==> config.mk <==
export PLATFORM = sky130hd
export DESIGN_NAME = fetch_stage
export DESIGN_NICKNAME = d
export VERILOG_FILES = /design/src/rtl/fetch_stage.sv
export SDC_FILE = /design/constraint.sdc
export NUM_CORES = 1
export LEC_CHECK = 0
export ABC_AREA = 1
export BUFFER_PORTS_ARGS = -buffer_cell sky130_fd_sc_hd__buf_4
export CAP_MARGIN = 20
export CORE_MARGIN = 1.5
export CORE_UTILIZATION = 56
export CTS_CLUSTER_DIAMETER = 120
export DETAILED_ROUTE_END_ITERATION = 10
export PLACE_DENSITY = 0.81
export SYNTH_ARGS = -nofsm -noshare
export SYNTH_HDL_FRONTEND = slang
export SYNTH_SLANG_ARGS = --single-unit
==> constraint.sdc <==
create_clock -name clk -period 2 [get_ports clk]
set_clock_uncertainty 0.05 [all_clocks]
set_input_delay 0.2 -clock clk [delete_from_list [all_inputs] [get_ports clk]]
set_output_delay 0.2 -clock clk [all_outputs]
set_load 0.005 [all_outputs]
==> src/rtl/fetch_stage.sv <==
// Instruction fetch stage with IF/ID register.
// Holds the PC, runs a req/ack handshake with instruction memory, and presents one
// fetched instruction per cycle to decode. A one-entry skid buffer absorbs the word
// that arrives while decode is stalled; redirects flush the pipe and refetch.
module fetch_stage #(
    parameter logic [31:0] RESET_PC = 32'h0000_0000
) (
    input  logic        clk,
    input  logic        rst_n,

    output logic        imem_req,
    output logic [31:0] imem_addr,
    input  logic        imem_ack,
    input  logic [31:0] imem_rdata,

    input  logic        stall,
    input  logic        redirect,
    input  logic [31:0] redirect_pc,

    output logic        if_valid,
    output logic [31:0] if_instr,
    output logic [5:0]  if_op_code,
    output logic [31:0] if_pc_plus4
);

    // StReq:  request outstanding at addr_q
    // StFull: skid holds a word, no request
    // StDrop: request outstanding to a stale address; its data will be thrown away
    typedef enum logic [1:0] {
        StReq  = 2'd0,
        StFull = 2'd1,
        StDrop = 2'd2
    } state_e;

    state_e      state_q, state_d;
    logic        req_q, req_d;
    logic [31:0] addr_q, addr_d;
    logic [31:0] pc_q, pc_d;
    logic        if_valid_q, if_valid_d;
    logic [31:0] if_instr_q, if_instr_d;
    logic [31:0] if_pc4_q, if_pc4_d;
    logic [31:0] skid_instr_q, skid_instr_d;
    logic [31:0] skid_pc4_q, skid_pc4_d;

    logic        ack_v;
    logic        slot_free;
    logic [31:0] addr_inc;
    logic [31:0] target;

    // Acks only count while a request is actually visible on the bus.
    assign imem_req  = req_q & rst_n;
    assign imem_addr = addr_q;
    assign ack_v     = imem_ack & imem_req;
    assign slot_free = !if_valid_q || !stall;
    assign addr_inc  = addr_q + 32'd4;
    assign target    = {redirect_pc[31:2], 2'b00};

    assign if_valid    = if_valid_q;
    assign if_instr    = if_instr_q;
    assign if_op_code  = if_instr_q[31:26];
    assign if_pc_plus4 = if_pc4_q;

    // Next-state: redirect first, then the per-state handshake.
    always_comb begin
        state_d      = state_q;
        addr_d       = addr_q;
        pc_d         = pc_q;
        if_valid_d   = if_valid_q;
        if_instr_d   = if_instr_q;
        if_pc4_d     = if_pc4_q;
        skid_instr_d = skid_instr_q;
        skid_pc4_d   = skid_pc4_q;

        if (redirect) begin
            if_valid_d   = 1'b0;
            skid_instr_d = 32'h0;
            skid_pc4_d   = 32'h0;
            pc_d         = target;
            // With nothing pending on the bus the target can be issued directly;
            // otherwise the in-flight request must complete before it can move.
            if (state_q == StFull || ack_v || !imem_req) begin
                addr_d  = target;
                state_d = StReq;
            end else begin
                state_d = StDrop;
            end
        end else begin
            unique case (state_q)
                StReq: begin
                    if (ack_v) begin
                        addr_d = addr_inc;
                        pc_d   = addr_inc;
                        if (slot_free) begin
                            if_instr_d = imem_rdata;
                            if_pc4_d   = addr_inc;
                            if_valid_d = 1'b1;
                        end else begin
                            skid_instr_d = imem_rdata;
                            skid_pc4_d   = addr_inc;
                            state_d      = StFull;
                        end
                    end else if (!stall) begin
                        // Decode consumed the current word and nothing replaces it.
                        if_valid_d = 1'b0;
                    end
                end
                StFull: begin
                    if (!stall) begin
                        if_instr_d   = skid_instr_q;
                        if_pc4_d     = skid_pc4_q;
                        if_valid_d   = 1'b1;
                        skid_instr_d = 32'h0;
                        skid_pc4_d   = 32'h0;
                        state_d      = StReq;
                    end
                end
                StDrop: begin
                    if (!stall) begin
                        if_valid_d = 1'b0;
                    end
                    if (ack_v) begin
                        addr_d  = pc_q;
                        state_d = StReq;
                    end
                end
                default: begin
                    state_d = StReq;
                end
            endcase
        end

        req_d = (state_d != StFull);
    end

    // State and IF/ID registers with synchronous active-low reset.
    always_ff @(posedge clk) begin
        if (!rst_n) begin
            state_q      <= StReq;
            req_q        <= 1'b0;
            addr_q       <= RESET_PC;
            pc_q         <= RESET_PC;
            if_valid_q   <= 1'b0;
            if_instr_q   <= 32'h0;
            if_pc4_q     <= 32'h0;
            skid_instr_q <= 32'h0;
            skid_pc4_q   <= 32'h0;
        end else begin
            state_q      <= state_d;
            req_q        <= req_d;
            addr_q       <= addr_d;
            pc_q         <= pc_d;
            if_valid_q   <= if_valid_d;
            if_instr_q   <= if_instr_d;
            if_pc4_q     <= if_pc4_d;
            skid_instr_q <= skid_instr_d;
            skid_pc4_q   <= skid_pc4_d;
        end
    end

endmodule

==> results, run 1 <==
- The final-report max-slew violation count came to 0.
- The average instance in the mapped netlist occupies 6.85 um^2.
- The cell family contributing the most delay on the critical path is buffers and inverters.
- The net count of the mapped netlist is 1,390.
- 0 antenna diodes ended up in the layout.
- The worst ir drop on vdd is 0.614 mV.
- The internal power summed over all cells is 0.00651 W.
- The total global routing track utilization is 0.317.
- The share of total power dissipated in sequential elements is 0.466.
- Of the total power, combinational logic draws 0.131.
- Routability-driven placement finished with a final weighted congestion of 0.926.
- The total number of placement rows is 46.
- The wire length per cell is 16.1 um.
- Summed over all cells, the static leakage comes to 4.97 nW.
- The finished layout holds 1,710 standard cells, fillers aside.
- At the pin with the least slew margin, the transition time is 0.705 ns.
- The clock root buffer is clkbuf_16.
- The proportion of netlist area held by the largest area contributor is 0.435.
- At the later pin of the worst-skew pair, clock insertion delay measures 0.44 ns.
- The power after layout is 0.00897 W.
- The kind of start point of the critical path is a flip-flop.
- Entering global routing, the biggest net connects 98 pins.
- The type of the worst setup path is reg -> reg.
- In the finished design, the share of the clock period the worst path needs comes to 0.981.
- The number of placed I/O pins is 173.
- In this run, placement finished with an instance count of 1,656.
- The switching share of power is 0.275.
- The worst setup path startpoint is state_q[1].
- Buffers inserted during clock tree synthesis total 17.
- The initial antenna violation count is 0.
- The die outline area is 0.0169 mm^2.
- Counting both buffers and inverters, the worst setup path holds a total of 3.
- The area growth from synthesis to final layout is 27.4%.
- At the placement stage, the worst setup path has a slack of -0.0423 ns.
- For this run, the number of Yosys warnings is 0.
- For the final routed database, the setup TNS stands at 0 ns.
- The number of DRC violations after detailed routing is 0.
- The number of routed nets with antenna violations is 0.
- The critical hold path startpoint is imem_rdata[9].
- The horizontal die dimension is 130 um.
- Counting flops and latches in the post-synthesis netlist gives 196.
- For this run, the register share of the synthesized area comes to 0.435.
- The via count normalized by instance count is 5.64.
- The number of DRC markers after the initial detailed-route iteration is 809.
- The total of endpoints with negative setup slack in the final report is 0.
- The largest total area in the synthesized netlist belongs to dfxtp_1.
- The aggregate global routing overflow is 0.
- The net switching power of the design is 0.00247 W.
- The part of the power in the clock network is 0.403.
- The first global-routing pass estimated 42.3 mm of wire.
- The number of sinks on the clock net is 196.
- The post-layout minimum cycle time is 1.96 ns.
- The region available for standard cell placement spans 0.0158 mm^2.
- In this run the worst path has a maximum fanout of 45.
- Measured against its own limit, the worst slew margin works out to 0.530.
- The signal on the critical path passes through inv_1, ha_2, inv_2, buf_4, nand3_1, a21oi_1.
- The via count is 9,639.
- Static timing analysis puts the maximum clock frequency at 510 MHz.
- The starting utilization of the core area is 0.569.
- The iteration count of the initial detailed-routing pass is 5.
- Hold timing on the final database bottoms out at a slack of 0.00919 ns.
- The synthesized netlist occupies a cell area of 0.00901 mm^2.
- TritonCTS built the clock tree.
- Input and output buffers added on the ports amount to 170.
- The worst endpoint required time is 2.30 ns.
- Yosys mapped the design onto 30 distinct sky130hd cell types.
- The floorplan step set the die height to 130 um.
- The worst register-to-register path begins at state_q[1].
- The sum of routed wire length over all layers is 27.5 mm.
- The number of global-route vias before repair is 8,677.
- After clock tree synthesis, the clock-pin slew on the worst setup and hold paths is 0.07 ns.
- At the worst endpoint, the arrival time is 2.27 ns.
- The clock passes through at most 2 buffers.
- In this design, the stage delay of the slowest critical-path cell is 0.47 ns.
- The flow ran to the end, and the final reports show no timing, DRC or antenna violations.
- In the post-synthesis netlist, the biggest area contributors are dfxtp_1 44%, nand2_1 13%, a21oi_1 9.7%.
- The number of nets in the layout is 1,555.
- The number of endpoints with negative hold slack in the final report came to 0.
- Among all stages on the critical path, the largest delay is contributed by buf_4.
- The setup slack of the critical path after layout is 0.0390 ns.
- The power per cell area is 781 mW/mm^2.
- Synthesis produced 1,316 cells.
- The path class of the lowest-slack min-delay path is in -> reg.
- The half-perimeter wire length after placement is 18.0 mm.
- In the final layout, the share of cells above drive strength 1 is 0.178.
- The CTS H-tree depth is 4.
- The tool flagged a number of max-cap violations equal to 0.
- The kind of capture point of the worst setup path is a flip-flop.
## final timing paths
kind | end | slack, ns | depth (start not counted)
setup / recovery | skid_pc4_q[28] | 0.04 | 6
hold / removal | skid_instr_q[9] | 0.009 | 3
setup reg to reg | skid_pc4_q[28] | 0.04 | 6
hold reg to reg | skid_instr_q[8] | 0.42 | 2
## power by group through the flow
stage	logic, W	registers, W	clock network [W]
2_1_floorplan	0.000573	0.00426	0
3_3_place_gp	0.00107	0.00427	0
3_5_place_dp	0.00109	0.00427	0
4_1_cts	0.00113	0.00418	0.00363
5_1_grt	0.00129	0.00420	0.00378
6_report	0.00117	0.00418	0.00362
## flip-flops by register name, summed over array words and instances, names as in the netlist
register / cells
if_instr: 32
if_pc_plus4: 32
imem_addr: 32
pc_q: 32
skid_instr_q: 32
skid_pc4_q: 32
state_q: 2
if_valid: 1
req_q: 1
## layout make-up
| cell class | instances | area, um^2 |
|---|---|---|
| Tap cell | 216 | 270 |
| Clock buffer | 18 | 429 |
| Fill cell | 1263 | 4340 |
| Timing Repair Buffer | 234 | 1960 |
| Inverter | 102 | 385 |
| Sequential cell | 196 | 3920 |
| Clock inverter | 14 | 190 |
| Multi-Input combinational cell | 930 | 4330 |
## worst register-to-register path: stages, from the launching register on
cell and delay [ns]:
dfxtp_1 0.38, inv_1 0.11, ha_2 0.21, inv_2 0.11
buf_4 0.47, nand3_1 0.34, a21oi_1 0.23
## placed cells by master, fill, tap and decap left out, drive strengths merged
cell type / instances
a21oi: 174
nand3: 90
clkbuf: 20
o22ai: 1
nand2: 320
nor3b: 1
dfxtp: 196
nor2: 101
o21ai: 179
nand4: 5
xor2: 4
ha: 5
o31ai: 1
bufinv: 2
dlygate4sd3: 18
buf: 214
clkinv: 3
o221ai: 2
a31oi: 41
nor3: 1
and3: 1
clkinvlp: 1
o211ai: 2
xnor2: 2
inv: 110
## what timing repair did
action                                  4_1_cts  5_1_grt
buffers inserted                              0        2
hold buffers                                 18        0
pin swaps                                     0        2
gates resized for setup                       2       12
endpoints found under the setup margin       29       86
endpoints found under the hold margin        22        0
gates cloned                                  0        2
## metal layers
layer	global-route usage	vias up	share of wire
li1	-	4700	-
met1	0.407	4452	0.42
met2	0.530	425	0.48
met3	0.0480	62	0.073
met4	0.144	0	0.032
met5	0	-	0
## synth_stat cells
master	count
o211ai_1	1
clkbuf_1	46
and3_1	1
nor3b_1	1
nand3_1	89
nand4_1	5
dfxtp_1	196
o31ai_1	1
nand2_2	1
o21ai_1	60
o211ai_2	1
ha_1	5
a31oi_1	41
a21oi_1	174
xnor2_1	2
nor2_2	2
nand2_1	319
buf_1	6
inv_2	5
buf_4	12
nand3_2	1
buf_2	21
nor3_1	1
buf_6	3
inv_1	97
o21ai_0	119
nor2_1	99
xor2_1	4
o22ai_1	1
o221ai_1	2
## cells by family (layout without fill, tap and decap cells)
| logic type | Yosys count | in the layout | synth area share |
|---|---|---|---|
| AOI/OAI and AO/OA | 400 | 400 | 0.230 |
| xor gates and xnor gates | 6 | 6 | 0.00583 |
| adders and majority gates | 5 | 5 | 0.00694 |
| buffers and inverters | 190 | 368 | 0.0895 |
| DFF | 196 | 196 | 0.435 |
| and+or+nand+nor | 519 | 519 | 0.232 |
## per-stage QoR
stage                      util  cell area (um^2)
after floorplan               -              9010
after global placement    0.667             10600
after detailed placement  0.667             10600
after CTS                 0.718             11400
after global routing      0.726             11500
final                     0.726             11500
Power figures use the tool's default switching activity.
==> run 2, diff against run 1 <==
==> constraint.sdc (replaced) <==
create_clock -name clk -period 2 [get_ports clk]
set_clock_uncertainty 0.05 [all_clocks]
set_input_delay 0.6 -clock clk [delete_from_list [all_inputs] [get_ports clk]]
set_output_delay 0.6 -clock clk [all_outputs]
set_load 0.005 [all_outputs]
==> run 2 against run 1 <==
Compared with the run above:
- non-clock buffer count fell by 6
- sequential power about the same
- power down 1.5%
- first-iteration DRC count up 1.7%
- cell area down 0.77%
- register-to-register slack better by 0.10 ns
- clock power down 3%
- cell count down 0.35%
- via count down 0.66%
- die area is the same
==> results, run 2 (synthesis results as in run 1) <==
- The worst-case hold slack is 0.385 ns (+0.376 ns).
- The maximum fanout along the worst path was 6 (-87%).
- Leaving out fill and tap cells, the most frequent cells in the layout are 318 x nand2_1, 216 x buf_4, 195 x dfxtp_1, 174 x a21oi_1, 119 x o21ai_0.
- The total clock buffers created by CTS was 17 (unchanged).
- The post-route clock period utilization is 0.929 (-0.0512).
- The transition at the pin with the smallest max-transition slack is 0.730 ns (+0.0247 ns).
- The number of endpoints with negative hold slack in the final report is 0 (unchanged).
- The maximum number of pins on one net before global-route repair is 66 (-33%).
- The power per cell area came to 776 mW/mm^2 (-0.75%).
- The kind of capture point of the worst setup path is a flip-flop.
- The number of routed nets with antenna violations was 0 (unchanged).
- The number of DRC violations after detailed routing came to 0 (unchanged).
- The number of sinks on the clock net is 196 (unchanged).
- The insertion delay to the later sink of the worst-skew pair was 0.44 ns (about the same).
- The initial antenna violation count is 0 (unchanged).
- The setup slack of the critical path after layout is 0.141 ns (+0.102 ns).
- The worst max-slew margin expressed relative to the limit came to 0.514 (-0.0164).
- The cell with the biggest individual delay on the critical path is dfxtp_1.
- The number of port buffers is 170 (unchanged).
- The die outline area came to 0.0169 mm^2 (unchanged).
- The number of DRC markers after the initial detailed-route iteration came to 823 (+1.7%).
- The vertical extent of the die was 130 um (unchanged).
- The final-report max-slew violation count is 0 (unchanged).
- The aggregate global routing overflow came to 0 (unchanged).
- The via count normalized by instance count is 5.62 (-0.31%).
- The buffer depth of the longest clock path is 2 (unchanged).
- The wire length per cell is 15.8 um (-1.9%).
- The post-layout instance count excluding filler cells came to 1,704 (-0.35%).
- The clock root buffer is clkbuf_16.
- The critical path is of the reg -> reg type.
- The worst endpoint required time is 2.29 ns (about the same).
- The count of placed standard cells including taps was 1,671 (+0.91%).
- The total of endpoints with negative setup slack in the final report was 0 (unchanged).
- The count of maximum capacitance violations is 0 (unchanged).
- The horizontal die dimension is 130 um (unchanged).
- The cell leakage power is 4.95 nW (-0.26%).
- The antenna cell count is 0 (unchanged).
- The iteration count of the initial detailed-routing pass was 5 (unchanged).
- The number of placed I/O pins is 173 (unchanged).
- The run finished with clean final reports.
- The clock transition at the register clock pins on the worst setup and hold paths after CTS is 0.08 ns (about the same).
- The highest achievable clock rate is 538 MHz (+5.5%).
- The global placement routability congestion is 0.955 (+3.2%).
- The post-layout minimum cycle time is 1.86 ns (-0.102 ns).
- The total number of placement rows is 46 (unchanged).
- The share of the core filled with cells was 0.720 (-0.00561).
- The critical path's largest stage delay is 0.38 ns (-0.09 ns).
- The share of cells above drive strength 1 is 0.191 (+0.0128).
- TritonCTS built the clock tree.
- The power after layout is 0.00884 W (-1.5%).
- The number of global-route vias before repair is 8,762 (+0.98%).
- The path class of the tightest hold or removal check is in -> reg.
- The count of fill cells added during filler insertion is 1,290 (+2.1%).
- The worst ir drop on vdd came to 0.659 mV (+7.4%).
- The core outline area is 0.0158 mm^2 (unchanged).
- The number of nets in the layout is 1,549 (-0.39%).
- The starting utilization of the core area is 0.569 (unchanged).
- Traced cell by cell, the critical path runs through ha_1, nand2_1, nor2_1, nand2_2, buf_4, xnor2_2, buf_4, nand2_1, nand2_1, nor2_1, nor2_1.
- The data arrival time of the critical path is 2.14 ns (-0.13 ns).
- The area growth from synthesis to layout is 26.4%.
- The worst slack after detailed placement was 0.00882 ns (+0.0511 ns).
- The wire length of the first global-routing pass was 42.4 mm (+0.18%).
- The sum of routed wire length over all layers was 26.9 mm (-2.3%).
- The CTS H-tree depth is 4 (unchanged).
- The total global routing track utilization came to 0.317 (-0.000411).
- The most common cell after layout, fill and taps aside is nand2_1.
- The worst setup path is launched from a flip-flop.
- The count of hold-fix buffers inserted at cts is 0 (-18).
- The via count is 9,575 (-0.66%).
- The half-perimeter wire length after placement is 18.5 mm (+2.7%).
[run 2: cell count changes in the layout (fill, tap and decap cells not counted), sizes merged]
cell / before / now
dlygate4sd3: 18 / 0
clkinvlp: 1 / 2
clkbuf: 20 / 18
clkinv: 3 / 6
inv: 110 / 107
bufinv: 2 / 1
buf: 214 / 228
[run 2: critical path, delay by kind of cell (launching register included)]
kind          cells  cell delay (ns)
fa+ha+maj         1             0.20
flops             1             0.38
buf+inv           2             0.33
xor+xnor          1             0.14
simple gates      7             0.65
[run 2: what timing repair did]
action	CTS	global route
buffers inserted	0	1
pin swaps	0	1
endpoints found under the setup margin	12	50
gates resized for setup	2	14
[run 2: final cells by class]
class,instances,area (um^2),area share
Inverter,102,385,0.0338
Tap cell,216,270,0.0237
Clock buffer,18,439,0.0385
Clock inverter,14,168,0.0147
Multi-Input combinational cell,930,4340,0.381
Sequential cell,196,3930,0.344
Timing Repair Buffer,228,1870,0.164
[run 2: path summary, 6_finish.rpt]
| check | end | slack, ns | from | cells after the start |
|---|---|---|---|---|
| hold / removal | if_instr[24] | 0.39 | imem_rdata[24] | 3 |
| hold reg to reg | pc_q[0] | 0.41 | pc_q[0] | 2 |
| setup / recovery | imem_addr[10] | 0.14 | imem_addr[2] | 11 |
| setup reg to reg | imem_addr[10] | 0.14 | imem_addr[2] | 11 |
[run 2: power by group]
group	total [W]	internal, W	switching [W]
clock	0.00350	0.00182	0.00168
combinational	0.00115	0.000519	0.000634
sequential	0.00418	0.00406	0.000128
total	0.00884	0.00639	0.00244
[run 2: through the flow]
stage / TNS, ns / instance area (um^2)
after CTS: 0 / 11300
final: 0 / 11400
after floorplan: 0 / 9010
after global placement: 0 / 10700
after detailed placement: 0 / 10700
after global routing: -0.0330 / 11400
[run 2: metal layers]
layer,GRT usage,up-vias,share of wire
met4,0.163,0,0.039
li1,-,4687,-
met1,0.393,4424,0.42
met2,0.535,387,0.48
met3,0.0500,77,0.063
met5,0,-,0
